**config.mk**
```make
export PLATFORM = sky130hd
export DESIGN_NAME = gf2m_ds_mul
export DESIGN_NICKNAME = d
export VERILOG_FILES = /design/src/rtl/gf2m_pkg.sv /design/src/rtl/gf2m_digit_step.sv /design/src/rtl/gf2m_ds_mul.sv
export SDC_FILE = /design/constraint.sdc
export NUM_CORES = 2
export LEC_CHECK = 0
export CAP_MARGIN = 20
export CORE_ASPECT_RATIO = 1.2
export CORE_MARGIN = 5
export CORE_UTILIZATION = 50
export CTS_BUF_LIST = sky130_fd_sc_hd__clkbuf_4 sky130_fd_sc_hd__clkbuf_8
export DETAILED_ROUTE_END_ITERATION = 7
export DONT_BUFFER_PORTS = 1
export PLACE_DENSITY = 0.65
export SKIP_LAST_GASP = 1
export SLEW_MARGIN = 20
export SYNTH_ARGS = -nofsm -noshare
export SYNTH_HDL_FRONTEND = slang
export SYNTH_SLANG_ARGS = --single-unit --ignore-timing --ignore-initial --compat-mode --unroll-limit 50000
```
**constraint.sdc**
```tcl
create_clock -name clk -period 4.2 [get_ports clk]
set_input_delay 0.84 -clock clk [delete_from_list [all_inputs] [get_ports clk]]
set_output_delay 0.84 -clock clk [all_outputs]
set_load 0.05 [all_outputs]
```
**src/rtl/gf2m_pkg.sv**
```systemverilog
// Shared types, curve constants and the one-bit shift-and-reduce helper
// used by the GF(2^m) digit-serial multiplier.
package gf2m_pkg;

  localparam int MAX_M = 571;

  localparam int SECT163K1_M = 163;
  localparam int SECT233K1_M = 233;
  localparam int SECT239K1_M = 239;
  localparam int SECT283K1_M = 283;
  localparam int SECT409K1_M = 409;
  localparam int SECT571K1_M = 571;
  localparam int DEFAULT_D   = 8;

  // Terms of f(x) below x^m, stored at the widest field size.
  localparam logic [MAX_M-1:0] SECT163K1_POLY = MAX_M'(8'hc9);
  localparam logic [MAX_M-1:0] SECT233K1_POLY = (MAX_M'(1) << 74) | MAX_M'(1);
  localparam logic [MAX_M-1:0] SECT239K1_POLY = (MAX_M'(1) << 158) | MAX_M'(1);
  localparam logic [MAX_M-1:0] SECT283K1_POLY = MAX_M'(13'h10a1);
  localparam logic [MAX_M-1:0] SECT409K1_POLY = (MAX_M'(1) << 87) | MAX_M'(1);
  localparam logic [MAX_M-1:0] SECT571K1_POLY = MAX_M'(11'h425);

  typedef enum logic [1:0] {
    IDLE = 2'd0,
    CALC = 2'd1,
    DONE = 2'd2
  } state_e;

  // v*x mod f for an m-bit field; bits at and above m stay zero.
  function automatic logic [MAX_M-1:0] mulx_mod(input logic [MAX_M-1:0] v,
                                                input logic [MAX_M-1:0] poly,
                                                input int m);
    logic [MAX_M-1:0] r;
    logic [9:0]       top;
    logic             carry;
    r     = '0;
    top   = 10'(m - 1);
    carry = v[top];
    for (int i = 1; i < MAX_M; i++) begin
      if (i < m) r[i] = v[i-1];
    end
    if (carry) r = r ^ poly;
    return r;
  endfunction

endpackage

```
**src/rtl/gf2m_digit_step.sv**
```systemverilog
// One Horner iteration: next_acc = acc*x^D + a*digit, both reduced mod f.
module gf2m_digit_step
  import gf2m_pkg::*;
#(
  parameter int             M    = 239,
  parameter int             D    = 8,
  parameter logic [M-1:0]   POLY = M'(SECT239K1_POLY)
) (
  input  logic [M-1:0] acc,
  input  logic [M-1:0] a,
  input  logic [D-1:0] digit,
  output logic [M-1:0] next_acc
);

  logic [MAX_M-1:0] poly_ext;
  logic [MAX_M-1:0] shifted;
  logic [MAX_M-1:0] term;
  logic [MAX_M-1:0] sum;

  always_comb begin
    poly_ext = MAX_M'(POLY);
    shifted  = MAX_M'(acc);
    term     = MAX_M'(a);
    sum      = '0;
    for (int i = 0; i < D; i++) begin
      shifted = mulx_mod(shifted, poly_ext, M);
    end
    // term walks a*x^i so each digit bit selects an already-reduced partial.
    for (int i = 0; i < D; i++) begin
      if (digit[i]) sum = sum ^ term;
      term = mulx_mod(term, poly_ext, M);
    end
    next_acc = M'(shifted ^ sum);
  end

endmodule

```
**src/rtl/gf2m_ds_mul.sv**
```systemverilog
// Digit-serial GF(2^M) multiplier, MSB digit first, start/done/clr handshake.
// Handshake: start is a request sampled only in IDLE; done is a one-cycle pulse with z valid; z holds afterwards.
module gf2m_ds_mul
  import gf2m_pkg::*;
#(
  parameter int           M    = 239,
  parameter int           D    = 8,
  parameter logic [M-1:0] POLY = M'(SECT239K1_POLY)
) (
  input  logic         clk,
  input  logic         rst_n,
  input  logic         clr,
  input  logic         start,
  input  logic [M-1:0] a,
  input  logic [M-1:0] b,
  output logic         busy,
  output logic         done,
  output logic [M-1:0] z,
  output state_e       dbg_state
);

  localparam int N  = (M + D - 1) / D;
  localparam int W  = N * D;
  localparam int CW = (N > 1) ? $clog2(N) : 1;

  state_e         state_q, state_d;
  logic [M-1:0]   acc_q, acc_d;
  logic [M-1:0]   a_q, a_d;
  logic [W-1:0]   b_q, b_d;
  logic [CW-1:0]  cnt_q, cnt_d;
  logic [M-1:0]   z_q, z_d;
  logic [M-1:0]   next_acc;
  logic [D-1:0]   digit;
  logic           last;

  // b is shifted left each iteration so the current digit is always on top.
  assign digit = b_q[W-1 -: D];
  assign last  = (cnt_q == CW'(N - 1));

  gf2m_digit_step #(
    .M    (M),
    .D    (D),
    .POLY (POLY)
  ) u_step (
    .acc      (acc_q),
    .a        (a_q),
    .digit    (digit),
    .next_acc (next_acc)
  );

  always_ff @(posedge clk or negedge rst_n) begin
    if (!rst_n) state_q <= IDLE;
    else        state_q <= state_d;
  end

  always_comb begin
    state_d = state_q;
    if (clr) begin
      state_d = IDLE;
    end else begin
      case (state_q)
        IDLE:    if (start) state_d = CALC;
        CALC:    if (last)  state_d = DONE;
        DONE:    state_d = IDLE;
        default: state_d = IDLE;
      endcase
    end
  end

  always_comb begin
    busy      = (state_q != IDLE);
    done      = (state_q == DONE);
    z         = z_q;
    dbg_state = state_q;
  end

  always_comb begin
    acc_d = acc_q;
    a_d   = a_q;
    b_d   = b_q;
    cnt_d = cnt_q;
    z_d   = z_q;
    if (clr) begin
      acc_d = '0;
      cnt_d = '0;
      z_d   = '0;
    end else begin
      case (state_q)
        IDLE: begin
          if (start) begin
            a_d   = a;
            b_d   = W'(b);
            acc_d = '0;
            cnt_d = '0;
          end
        end
        CALC: begin
          acc_d = next_acc;
          cnt_d = cnt_q + CW'(1);
          b_d   = b_q << D;
          if (last) z_d = next_acc;
        end
        default: ;
      endcase
    end
  end

  always_ff @(posedge clk or negedge rst_n) begin
    if (!rst_n) begin
      acc_q <= '0;
      a_q   <= '0;
      b_q   <= '0;
      cnt_q <= '0;
      z_q   <= '0;
    end else begin
      acc_q <= acc_d;
      a_q   <= a_d;
      b_q   <= b_d;
      cnt_q <= cnt_d;
      z_q   <= z_d;
    end
  end

endmodule
```
# Word level (Yosys, flattened, before mapping)
# Index checks and enable logic that the tools add are counted.
# Widths: inputs -> output; s select.
# totals
inputBits,482
mem_bits_ro,0
n_memories,0
mem_bits_rw,0
latchBits,0
regBits,964
output_inout_bits,243
wordCells,86
# op_classes
n_mux,38
magnitude_cmp,0
eq_ne,6
n_div,0
add_sub_neg,1
n_shift,0
bitwise_logic,24
multipliers,0
n_reduce_logical,11
# ops
cell,count
$mux 239,13
$mux 159,15
$xor 239x239->239,8
$pmux 240 s2,1
$pmux 239 s2,1
$mux 240,1
$not 2->2,15
$mux 5,2
$pmux 5 s2,1
$reduce_bool 2->1,4
$mux 2,3
$ne 3x3->1 const B,2
$reduce_and 2->1,3
$reduce_and 3->1,2
$add 5x1->5 const B,1
$eq 5x5->1 const B,1
$pmux 2 s2,1
$reduce_bool 3->1,1
$eq 2x1->1 const B,1
$eq 2x2->1 const B,1
$logic_not 2->1,1
$ne 2x2->1 const B,1
$not 1->1,1

# Logic depth before layout (Yosys ltp)
# logic_depth
ltp_word,20
ltp_mapped,9
mapped_depth_nobuf,6

# By module
# Synthesis repeated with hierarchy kept, for this count alone.
# unflattened
hier_cells,7506
hier_area_um2,66480.0
# by_module_without_submodules
mod,area_per_inst_um2,cells_each,seq_area_each_um2,instances
gf2m_ds_mul,39910.8,3217,24123.1,1
gf2m_digit_step,26569.2,4289,0.0,1

# Least setup slack after synthesis
# OpenSTA, ideal clock, no wires.
# synth_path
path_type,flip-flop to output port
startpoint,"reg state_q[1], in the netlist dbg_state[1]"
endpoint,out done
required_time_ns,3.360
stages_incl_launch_ff,2
slack_ns,1.914
t_arrival_ns,1.446
n_path_buf,0
cell_sequence,dfrtp_1 -> nor2b_1
# synth_between
elab_chain_cells,1
# synth_lines
element,line,source
"start, declared",gf2m_ds_mul.sv:26,"state_e state_q, state_d;"
"start signal, assigned",gf2m_ds_mul.sv:53,else state_q <= state_d;
$eq 2x2->1,gf2m_ds_mul.sv:72,done = (state_q == DONE);
"end, declared",gf2m_ds_mul.sv:17,"output logic done,"
# Every way passes these cells.

==> metrics.txt <==
fin crit period=about 3.7 ns; Worst-Margin Slew=1.10 ns; syn avg cell area=approximately 8.4 um^2; Place WS=approximately 1.4 ns; dominant synthesized flop cell=dfrtp_1; Synth Area in Simple Gates=20.9%; fmax=around 270 MHz; share of post-route cells with drive strength above 1=about 7.8%; clk slew on worst S/H paths=around 0.060 ns; Critical Path Fanout Max=roughly 210; most frequent cells after synthesis=nand2_1 (3018), xnor2_1 (1344), dfrtp_1 (964); Hold Crit Depth=2; final setup margin=0.538 ns; setup violators final=0; vias in the first global route=roughly 51000; DRT Wirelength=between 150000 and 200000 um; Area growth, synth to finish=10.1%; area leader, netlist=dfrtp_1; crit end category=async pin; post-cts resize count=0; FILL cells=between 10000 and 15000; largest net degree at the start of global routing=965; ys async rst share=between 90% and 100%; Global Route Usage Sum=28.4%; die height=between 400 and 500 um; flops & latches, synth=964; Synthesized Nets=approximately 8000; first-pass GRT wire length=between 300000 and 400000 um; Yosys cell types=28; CP arrival=between 4 and 5 ns; RSZ-0062 raised after global routing=no; post-synthesis sequential area ratio=37.5%; grt ovf=0; Placer Congestion=0.856; Routed Antenna Nets=0; root buf cell=clkbuf_8; H-tree levels=4; Final Skew=~0.056 ns; Bufs on Longest Clock Path=3; DR WL/cell=21.1 um; Final Max Slew Viols=0; main area contributors after synthesis=dfrtp_1 (37%), xnor2_1 (18%), nand2_1 (18%); Compound-Gate Fraction of Synth Area=8.75%; Slew HR=roughly a quarter; status=finished clean; I/O Buffers=0; Initial Util=about half; Ys Warns=0; CTS Buf Count=around 170; Peak supply drop=0.323 mV; via-per-instance ratio=5.48; Adder-Cell Fraction of Synth Area=0.0389%; CP Class=in2async; most frequent cell after synthesis=nand2_1; initial antenna violation count=36; CTS sink count=about 960; mapped cell area=roughly 64000 um^2; core area=128000 um^2; Power Dens Cells=724 nW/um^2; CTS tree=done; Worst R2R Path Depth=7; Yosys top cell area share=between 30% and 40%; first drt pass iteration count=6; DR iter-0 viols=around 4400; crit share post-route=about 87%; P_leak=31.3 nW; Critical Path Source Type=primary input; # IOs=between 700 and 800; via count=51200; Die Width=~340 um; Req. time, crit path=5.02 ns; post-synthesis mux area share=0%; largest family of logic cells by synthesized area=XOR/XNOR gates; XOR/XNOR Fraction of Synth Area=between 20% and 30%; # nets final=around 8000; post-synthesis cell count=roughly 7700; Max Cap Viol=0; Hold Violations, Final=0; Clock Latency Late Sink=~0.90 ns; FP Rows=between 100 and 150; EDFF count, synth=0; Post-DP HPWL=between 100000 and 150000 um; DR DRC count=0; Post-Route Setup TNS=0 ns; worst hold path class=in2reg; die area=136000 um^2
[metal layers]
layer  vias to the layer above  wire length (um)  global-route usage (%)
li1                      23800                 -                       -
met1                     25100             80500                    36.4
met2                      1981             93500                    46.6
met3                       394             14800                    6.13
met4                        14              8730                    12.0
met5                         -               103                       0
[timing repair]
action | in CTS | in global routing
buffers inserted | 0 | 0
endpoints found under the hold margin | 1238 | 35
hold buffers | 274 | 2
[kinds of logic (layout without fill, tap and decap cells)]
group,count (synthesis),count (layout)
AOI/OAI and AO/OA,713,713
DFF,964,964
buffers and inverters,718,659
xor gates and xnor gates,1930,1930
adders and majority gates,2,2
and+or+nand+nor,3377,3377
other,0,31
[power by group]
part	leakage (nW)	internal, mW	switching [mW]
Sequential	12.3	11.3	3.10
Clock	1.97	5.43	4.23
Combinational	17.0	12.0	15.4
[cell type report]
class / instances / area [um^2] / share of cell area [%]
tap: 1679 / 2100 / 2.96
clock buffer: 251 / 3180 / 4.48
timing repair buffer: 354 / 3990 / 5.63
antenna: 31 / 77.6 / 0.109
sequential: 964 / 24200 / 34.0
multi-input combinational: 6022 / 36800 / 51.9
clock inverter: 51 / 577 / 0.813
inverter: 3 / 18.8 / 0.0265
[state kept, by name, summed over array words and instances (netlist names)]
| register | flops |
|---|---|
| cnt_q | 5 |
| dbg_state | 2 |
| acc_q | 239 |
| z | 239 |
| a_q | 239 |
| b_q | 240 |
[worst max-delay path: stages]
cell and delay [ns]:
dlygate4sd3_1 0.75, buf_16 0.49, buf_16 0.79, buf_16 0.55, buf_16 0.51
[stage by stage]
stage | total power, mW | instances | hold slack (ns) | utilization (%) | instance area (um^2)
2_1_floorplan | 34.9 | 7704 | 0.439 | - | 64400
4_1_cts | 51.5 | 9316 | -0.400 | 55.1 | 70700
3_3_place_gp | 41.0 | 8740 | 0.484 | 50.0 | 64200
3_5_place_dp | 41.4 | 8740 | 0.486 | 50.0 | 64200
6_report | 51.4 | 9355 | 0.0947 | 55.3 | 70900
5_1_grt | 54.4 | 9344 | 0.0352 | 55.3 | 70900
[cell usage in the layout (no fill, tap or decap), drive strengths merged, types with 2 or more instances in the layout]
master	synthesis	layout
diode	0	31
or2	2	2
clkinv	0	28
bufinv	0	9
a31oi	231	231
ha	2	2
xor2	486	486
a22o	474	474
nand2b	3	3
nor2b	2	2
nand2	3118	3118
dlygate4sd3	0	275
nand3	9	9
nor2	240	240
inv	3	8
clkbuf	330	251
buf	385	79
o21ai	6	6
xnor2	1444	1444
nand4	2	2
dfrtp	964	964
clkinvlp	0	9
[worst paths after layout]
| check | start | endpoint | slack [ns] |
|---|---|---|---|
| worst max-delay path | rst_n | b_q[233] | 0.54 |
| max in group clk | dbg_state[1] | busy | 0.86 |
| worst min register to register | b_q[228] | b_q[236] | 0.49 |
| min in group asynchronous | rst_n | z[29] | 0.30 |
| worst max register to register | dbg_state[1] | b_q[221] | 1.35 |
| worst min-delay path | a[76] | a_q[76] | 0.09 |
No activity file was read; power rests on OpenSTA's default activity.
